**src/rtl/alu_pkg.sv**
```systemverilog
// rtl/alu_pkg.sv - encodings, op classes and FSM states for alu_mdu_seq (ALU_DIV_EN selects divider support)
package alu_pkg;

    localparam logic [6:0] F7_BASE   = 7'b0000000;
    localparam logic [6:0] F7_ALT    = 7'b0100000;
    localparam logic [6:0] F7_MULDIV = 7'b0000001;

    localparam logic [2:0] F3_ADD    = 3'd0;
    localparam logic [2:0] F3_SLL    = 3'd1;
    localparam logic [2:0] F3_SLT    = 3'd2;
    localparam logic [2:0] F3_SLTU   = 3'd3;
    localparam logic [2:0] F3_XOR    = 3'd4;
    localparam logic [2:0] F3_SR     = 3'd5;
    localparam logic [2:0] F3_OR     = 3'd6;
    localparam logic [2:0] F3_AND    = 3'd7;

    localparam logic [2:0] F3_MUL    = 3'd0;
    localparam logic [2:0] F3_MULH   = 3'd1;
    localparam logic [2:0] F3_MULHSU = 3'd2;
    localparam logic [2:0] F3_MULHU  = 3'd3;
    localparam logic [2:0] F3_DIV    = 3'd4;
    localparam logic [2:0] F3_DIVU   = 3'd5;
    localparam logic [2:0] F3_REM    = 3'd6;
    localparam logic [2:0] F3_REMU   = 3'd7;

    typedef enum logic [1:0] {
        OP_ALU,
        OP_MUL,
        OP_DIV,
        OP_ILLEGAL
    } op_class_t;

    typedef enum logic [1:0] {
        ST_IDLE,
        ST_DIV,
        ST_DONE
    } state_t;

    // F7_ALT is only meaningful for SUB and SRA; everything else under it is illegal
    function automatic op_class_t decode_class(input logic [6:0] f7, input logic [2:0] f3);
        op_class_t cls;
        cls = OP_ILLEGAL;
        if (f7 == F7_BASE) begin
            cls = OP_ALU;
        end else if (f7 == F7_ALT) begin
            if (f3 == F3_ADD || f3 == F3_SR) begin
                cls = OP_ALU;
            end
        end else if (f7 == F7_MULDIV) begin
            if (!f3[2]) begin
                cls = OP_MUL;
            end else begin
`ifdef ALU_DIV_EN
                cls = OP_DIV;
`else
                cls = OP_ILLEGAL;
`endif
            end
        end
        return cls;
    endfunction

endpackage

```
**src/rtl/alu_divider.sv**
```systemverilog
// rtl/alu_divider.sv - iterative restoring radix-2 magnitude divider, one quotient bit per clock
module alu_divider #(
    parameter int XLEN  = 32,
    parameter int CNT_W = $clog2(XLEN) + 1
) (
    input  logic            clk,
    input  logic            rst,
    input  logic            start,
    input  logic [XLEN-1:0] dividend,
    input  logic [XLEN-1:0] divisor,
    output logic            busy,
    output logic            done,
    output logic [XLEN-1:0] quotient,
    output logic [XLEN-1:0] remainder
);

    localparam logic [CNT_W-1:0] LAST = CNT_W'(XLEN);

    logic [CNT_W-1:0] count;
    logic [XLEN-1:0]  quo;
    logic [XLEN-1:0]  rem;
    logic [XLEN-1:0]  dsr;
    logic [XLEN:0]    shifted;
    logic [XLEN:0]    diff;

    // Trial subtraction of the divisor from the partial remainder with the next dividend bit shifted in
    always_comb begin
        shifted = {rem, quo[XLEN-1]};
        diff    = shifted - {1'b0, dsr};
    end

    // Load on start, then iterate until the counter reaches XLEN; results hold once busy drops
    always_ff @(posedge clk) begin
        if (rst) begin
            busy  <= 1'b0;
            count <= '0;
            quo   <= '0;
            rem   <= '0;
            dsr   <= '0;
        end else if (start) begin
            busy  <= 1'b1;
            count <= '0;
            quo   <= dividend;
            rem   <= '0;
            dsr   <= divisor;
        end else if (busy) begin
            if (count == LAST) begin
                busy <= 1'b0;
            end else begin
                count <= count + 1'b1;
                if (!diff[XLEN]) begin
                    rem <= diff[XLEN-1:0];
                    quo <= {quo[XLEN-2:0], 1'b1};
                end else begin
                    rem <= shifted[XLEN-1:0];
                    quo <= {quo[XLEN-2:0], 1'b0};
                end
            end
        end
    end

    assign done      = busy && (count == LAST);
    assign quotient  = quo;
    assign remainder = rem;

endmodule

```
**src/rtl/alu_mdu_seq.sv**
```systemverilog
// rtl/alu_mdu_seq.sv - handshaked RV32IM execute unit; divider built only when ALU_DIV_EN is defined
module alu_mdu_seq
    import alu_pkg::*;
#(
    parameter int XLEN    = 32,
    parameter int SHAMT_W = $clog2(XLEN)
) (
    input  logic            clk,
    input  logic            rst,
    input  logic            in_valid,
    output logic            in_ready,
    input  logic [XLEN-1:0] operand1,
    input  logic [XLEN-1:0] operand2,
    input  logic [6:0]      funct7,
    input  logic [2:0]      funct3,
    output logic            out_valid,
    input  logic            out_ready,
    output logic [XLEN-1:0] result,
    output logic            out_illegal
);

    state_t              state;
    op_class_t           op_class;
    logic                accept;
    logic                go_div;
    logic [SHAMT_W-1:0]  shamt;
    logic [XLEN-1:0]     alu_res;
    logic [XLEN-1:0]     mul_res;
    logic [XLEN-1:0]     fast_result;
    logic                fast_illegal;
    logic                mul_a_signed;
    logic                mul_b_signed;
    logic [2*XLEN-1:0]   mul_a;
    logic [2*XLEN-1:0]   mul_b;
    logic [2*XLEN-1:0]   product;

    assign op_class = decode_class(funct7, funct3);
    assign in_ready = (state == ST_IDLE) && (!out_valid || out_ready);
    assign accept   = in_valid && in_ready;
    assign shamt    = operand2[SHAMT_W-1:0];

    // Base integer ALU; funct7 bit 5 picks SUB and SRA
    always_comb begin
        alu_res = '0;
        case (funct3)
            F3_ADD:  alu_res = (funct7 == F7_ALT) ? operand1 - operand2 : operand1 + operand2;
            F3_SLL:  alu_res = operand1 << shamt;
            F3_SLT:  alu_res = {{(XLEN-1){1'b0}}, $signed(operand1) < $signed(operand2)};
            F3_SLTU: alu_res = {{(XLEN-1){1'b0}}, operand1 < operand2};
            F3_XOR:  alu_res = operand1 ^ operand2;
            F3_SR:   alu_res = (funct7 == F7_ALT) ? XLEN'($signed(operand1) >>> shamt) : operand1 >> shamt;
            F3_OR:   alu_res = operand1 | operand2;
            F3_AND:  alu_res = operand1 & operand2;
            default: alu_res = '0;
        endcase
    end

    // One double-width multiplier; operand extension selects signed/unsigned/mixed high products
    always_comb begin
        mul_a_signed = (funct3 == F3_MULH) || (funct3 == F3_MULHSU);
        mul_b_signed = (funct3 == F3_MULH);
        mul_a   = {{XLEN{mul_a_signed & operand1[XLEN-1]}}, operand1};
        mul_b   = {{XLEN{mul_b_signed & operand2[XLEN-1]}}, operand2};
        product = mul_a * mul_b;
        mul_res = (funct3 == F3_MUL) ? product[XLEN-1:0] : product[2*XLEN-1:XLEN];
    end

`ifdef ALU_DIV_EN
    logic            div_signed;
    logic            div_is_rem;
    logic            div_by_zero;
    logic            div_ovf;
    logic            div_fast;
    logic [XLEN-1:0] div_fast_res;
    logic            a_neg;
    logic            b_neg;
    logic [XLEN-1:0] mag_a;
    logic [XLEN-1:0] mag_b;
    logic            neg_q;
    logic            neg_r;
    logic            sel_rem;
    logic            div_busy;
    logic            div_done;
    logic [XLEN-1:0] div_quo;
    logic [XLEN-1:0] div_rem;

    // Divide-by-zero and signed overflow resolve immediately; everything else goes to the divider as magnitudes
    always_comb begin
        div_signed   = !funct3[0];
        div_is_rem   = funct3[1];
        div_by_zero  = (operand2 == '0);
        div_ovf      = div_signed && (operand1 == {1'b1, {(XLEN-1){1'b0}}}) && (operand2 == '1);
        div_fast     = div_by_zero || div_ovf;
        if (div_by_zero) begin
            div_fast_res = div_is_rem ? operand1 : '1;
        end else begin
            div_fast_res = div_is_rem ? '0 : operand1;
        end
        a_neg = div_signed && operand1[XLEN-1];
        b_neg = div_signed && operand2[XLEN-1];
        mag_a = a_neg ? -operand1 : operand1;
        mag_b = b_neg ? -operand2 : operand2;
    end

    assign go_div = (op_class == OP_DIV) && !div_fast;

    alu_divider #(
        .XLEN (XLEN)
    ) u_divider (
        .clk       (clk),
        .rst       (rst),
        .start     (accept && go_div),
        .dividend  (mag_a),
        .divisor   (mag_b),
        .busy      (div_busy),
        .done      (div_done),
        .quotient  (div_quo),
        .remainder (div_rem)
    );
`else
    assign go_div = 1'b0;
`endif

    // Result selection for everything that completes in a single cycle
    always_comb begin
        fast_result  = '0;
        fast_illegal = 1'b0;
        case (op_class)
            OP_ALU:     fast_result = alu_res;
            OP_MUL:     fast_result = mul_res;
`ifdef ALU_DIV_EN
            OP_DIV:     fast_result = div_fast_res;
`endif
            default: begin
                fast_result  = '0;
                fast_illegal = 1'b1;
            end
        endcase
    end

    // Control FSM and output register; result and flag only change when a new result is loaded
    always_ff @(posedge clk) begin
        if (rst) begin
            state       <= ST_IDLE;
            out_valid   <= 1'b0;
            result      <= '0;
            out_illegal <= 1'b0;
`ifdef ALU_DIV_EN
            neg_q       <= 1'b0;
            neg_r       <= 1'b0;
            sel_rem     <= 1'b0;
`endif
        end else begin
            if (out_valid && out_ready) begin
                out_valid <= 1'b0;
            end
            case (state)
                ST_IDLE: begin
                    if (accept) begin
                        if (go_div) begin
                            state <= ST_DIV;
`ifdef ALU_DIV_EN
                            neg_q   <= a_neg ^ b_neg;
                            neg_r   <= a_neg;
                            sel_rem <= div_is_rem;
`endif
                        end else begin
                            out_valid   <= 1'b1;
                            result      <= fast_result;
                            out_illegal <= fast_illegal;
                        end
                    end
                end
`ifdef ALU_DIV_EN
                ST_DIV: begin
                    if (div_done) begin
                        state <= ST_DONE;
                    end else if (!div_busy) begin
                        state <= ST_IDLE;
                    end
                end
                ST_DONE: begin
                    state       <= ST_IDLE;
                    out_valid   <= 1'b1;
                    out_illegal <= 1'b0;
                    if (sel_rem) begin
                        result <= neg_r ? -div_rem : div_rem;
                    end else begin
                        result <= neg_q ? -div_quo : div_quo;
                    end
                end
`endif
                default: state <= ST_IDLE;
            endcase
        end
    end

endmodule
```
**config.mk**
```make
export PLATFORM = sky130hd
export DESIGN_NAME = alu_mdu_seq
export DESIGN_NICKNAME = d
export VERILOG_FILES = /design/src/rtl/alu_pkg.sv /design/src/rtl/alu_divider.sv /design/src/rtl/alu_mdu_seq.sv
export SDC_FILE = /design/constraint.sdc
export NUM_CORES = 2
export LEC_CHECK = 0
export CORE_UTILIZATION = 60
export DETAILED_ROUTE_END_ITERATION = 16
export GPL_TIMING_DRIVEN = 0
export PLACE_DENSITY_LB_ADDON = 0.12
export SYNTH_ARGS = -nofsm -noshare
export SYNTH_HDL_FRONTEND = slang
export SYNTH_HIERARCHICAL = 1
export SYNTH_SLANG_ARGS = --single-unit
```
**constraint.sdc**
```tcl
create_clock -name clk -period 11.5 [get_ports clk]
set_input_delay 2.3 -clock clk [delete_from_list [all_inputs] [get_ports clk]]
set_output_delay 2.3 -clock clk [all_outputs]
set_load 0.005 [all_outputs]
```
== Word level (Yosys, flattened, before mapping) ==
Cells that the tools add are included.
Widths: inputs -> output; s select.
Storage, ports and cells
  memory bits (read-only): 0
  memory bits (writable): 0
  bits in registers: 34
  output and inout bits: 35
  logic and storage cells: 50
  bits in latches: 0
  memories kept: 0
Cells by class
  equal/unequal tests: 10
  divide/modulo/power cells: 0
  $mul: 1
  mux-type cells: 13
  order comparisons: 2
  add/subtract/negate cells: 2
  reductions and logical operators: 11
  bitwise gates (word level): 5
  shifts and indexed selects: 3
Operators with widths (number)
  $pmux 32 s8: 1
  $mux 32: 3
  $lt 32x32->1: 2
  $mul 33x33->64: 1
  $pmux 32 s2: 1
  $add 32x32->32: 1
  $and 32x32->32: 1
  $or 32x32->32: 1
  $shl 32x5->32: 1
  $shr 32x5->32: 1
  $sshr 32x5->32: 1
  $sub 32x32->32: 1
  $xor 32x32->32: 1
  $eq 3x3->1 const B: 4
  $mux 2: 5
  $eq 7x1->1 const B: 1
  $eq 7x6->1 const B: 1
  $logic_not 7->1: 1
  $eq 3x2->1 const B: 2
  $eq 3x1->1 const B: 1
  $logic_not 3->1: 1
  $logic_or 1x1->1: 3
  $mux 1: 3
  $and 1x1->1: 2
  6 further kinds: 7

== Logic depth before layout (Yosys ltp) ==
  depth in word-level cells: 8
  depth in mapped cells: 34

== Least setup slack after synthesis ==
No wires, ideal clock.
  path kind: input to register
  start point: input port funct3[2]
  end point: register result[27]
  data arrival time: 10540 ps
  required time: 11373 ps
  library setup time: 127 ps
  stages on the path: 31
  path slack: 833 ps
  path through: clkbuf_1 clkbuf_1 clkbuf_1 a21oi_1 clkbuf_1 and3_1 fa_1 inv_1 fa_1 inv_1 fa_1 inv_1 fa_1 inv_1 fa_1 fa_1 fa_1 inv_1 fa_1 inv_1 ha_1 clkbuf_1 or2_2 a21oi_1 o31ai_1 nor2b_1 a211oi_1 nor2_1 o31ai_4 xnor2_1 o21ai_1
Between the ends
  word-level cells in the longest chain between the ends: 7
  elaborated cells between the ends (all ways): 23
RTL lines
  from (decl): RTL line alu_mdu_seq.sv:15  | input logic [2:0] funct3,
  branches (longest 6 deep; another with $mul 33x33->64)
  $pmux 32 s2 *: RTL line alu_mdu_seq.sv:128  | case (op_class)
  to (signal assigned): RTL line alu_mdu_seq.sv:169  | result <= fast_result;
  to (decl): RTL line alu_mdu_seq.sv:18  | output logic [XLEN-1:0] result,
Mark *: on every way between the ends.
A chain may end at the register's enable or synchronous reset.

== Worst setup path in the final report ==
  start point: input port operand1[16]
  end point: register result[10]
Between the ends
  word-level cells in the longest chain between the ends: 4
  elaborated cells between the ends (all ways): 8
RTL lines
  from (decl): RTL line alu_mdu_seq.sv:12  | input logic [XLEN-1:0] operand1,
  branches (longest 3 deep; another with $mul 33x33->64)
  $pmux 32 s2 *: RTL line alu_mdu_seq.sv:128
Marks and branches as above.

==> flow_summary.toml <==
[global_route]
grt-ovfl-total = 0
grt_pass1_wl_um = 325000
first_global_vias = 46360
grt.total_usage_pct = 57.66
antenna_found_initial = 13
grt_max_degree = 29

[worst_setup_path]
worstSetupPathType = "in -> reg"
crit_start = "operand1[16]"
end_kind = "register"
crit_arrival_ns = 11.95
reg2reg_slack_ns = 8.60
cp.required_ns = 11.68
rr_startpoint = "out_valid"
cp_max_fo = 10
critPathLaunchType = "input port"

[floorplan]
dieArea_um2 = 80490
die_h_um = 283.7
coreArea_um2 = 77980
core.rowCount = 102
start_util_pct = 61.06
die_w_um = 283.7
io_pins = 113

[routing]
vias = 45590
drc = 0
ant_nets = 0
wl_um = 229900
wl_per_cell_um = 33.60
first_iter_violations = 6813
drt_first_pass_iters = 9
viasPerCell = 6.665

[status]
status = "finished, violations left"
failed_checks = "negative setup slack"

[yosys]
ys_seq_area_share_pct = 1.430
async_reset_ff_share_pct = 0
ys_ff_latch = 34
synth_area_um2 = 47610
syn_area_per_cell_um2 = 8.407
ys.warnings.count = 6
syn_nets = 7178
synth.distinct_cells = 113
synthFlopType = "dfxtp_1"
syn_inst = 5664
synth-edff-count = 0

[layout]
utilization_pct = 65.50
final_nets = 7308
layout_commonest_cell = "inv_1"
drive_gt1_share_pct = 7.387
layout_common_cells = "inv_1, fa_1, nand2_1"
fill_cells = 6323
finish.instance_area_um2 = 51070
area_growth_syn_to_layout_pct = 7.263

[sta]
finalClockSkew_ns = 0.005145
hold_viol_final = 0
layout_setup_ws_ns = -0.2708
drv_slew = 0
period_share_pct = 102.4
fin_tns_setup_ns = -1.066
min_period_ns = 11.77
max_freq_mhz = 84.96
relSlewSlack_pct = 5.674
setup_violations = 11
tightest_slew_ns = 1.415

[min_path]
hp-start = "result[13]"
min_path_type = "reg -> reg"

[place]
dpl_cell_area_um2 = 50010
place.gp.congestion = 1.202
dpl.hpwl_um = 192000
portBuffers = 109
dp_slack_ns = -2.527

[cts]
clockRootBuffer = "clkbuf_16"
cts_tree = "yes"
clock-sinks = 34
cts.path.max_buffers = 2
cts_buffers = 5
clk_latency_ns = 0.30
ctsHtreeMaxLevel = 2
clk_pin_slew_worst_paths_ns = 0.06

[job]
max_cap_viol_count = 0
[cell families (layout without fill, tap and decap cells)]
| logic type | count (synthesis) | after routing | synth area share (%) |
|---|---|---|---|
| buf+inv | 1636 | 1766 | 13.23 |
| simple gates | 1629 | 1629 | 13.98 |
| fa+ha+maj | 1436 | 1436 | 55.50 |
| compound gates | 738 | 738 | 10.50 |
| mux | 106 | 106 | 3.795 |
| xor+xnor | 85 | 85 | 1.564 |
| flops | 34 | 34 | 1.430 |
| other cells | 0 | 7 | 0 |
[critical path, cell delays in order]
cell and delay [ns]:
dlymetal6s2s_1 0.59, clkbuf_4 0.54, clkbuf_2 0.46, nand2_1 0.27
fa_1 0.51, fa_1 0.51, inv_1 0.05, fa_1 0.52
fa_1 0.61, fa_1 0.46, fa_1 0.56, inv_1 0.06
fa_1 0.48, inv_1 0.06, fa_1 0.79, ha_2 0.43
and3_1 0.25, nand4_1 0.11, o221ai_1 0.14, o21bai_4 0.27
nor3_2 0.59, o31ai_1 0.20, xnor2_1 0.66, a211oi_1 0.18
a221o_1 0.31
[per-layer routing]
layer	part of all wire (%)	GRT usage [%]
met1	32	68.49
met2	38	75.57
met3	17	28.48
met4	12	53.09
met5	0.096	1.071
[cell usage after synthesis, types with 49 or more instances]
cell,count,area share (%)
a211oi_1,49,0.77
mux4_2,52,2.5
a21oi_1,191,2.0
ha_1,309,8.1
buf_1,69,0.54
nor2_1,535,4.2
o21ai_0,152,1.6
clkbuf_1,231,1.8
fa_1,1127,47
inv_1,1274,10
xnor2_1,63,1.2
nand2_1,880,6.9
[through the flow]
stage                     hold slack, ns  std cells
after floorplan                   0.4460       5664
after global placement            0.4380       6813
after detailed placement          0.4464       6814
after CTS                         0.4537       6823
after global routing              0.4930       6834
final                             0.4563       6841
[area by class of cell]
cell class / instances / area (um^2) / share of cell area, %
multi-input cells: 3994 / 40920 / 80.11
inverters: 1298 / 4942 / 9.677
plain buffers: 314 / 1658 / 3.246
repair buffers: 147 / 1424 / 2.788
well taps: 1040 / 1301 / 2.548
flip-flops and latches: 34 / 680.7 / 1.333
clock buffers: 7 / 132.6 / 0.2597
diodes: 7 / 17.52 / 0.03430
[state kept, by name, indices dropped and copies added (netlist names)]
register     count
result          32
out_illegal      1
out_valid        1
[worst paths after layout]
check / to / depth (start not counted)
min: result[13] / 2
min reg2reg: result[13] / 2
max: result[10] / 25
max reg2reg: result[4] / 7
[repair_timing]
action	4_1_cts	5_1_grt
buffers inserted	16	21
gates resized for setup	170	216
hold buffers	0	0
endpoints found under the setup margin	32	30
pin swaps	4	5
Power is left out: the tool's default activity adds up to more than one toggle a clock period on the data nets, which glitch-free logic cannot reach.
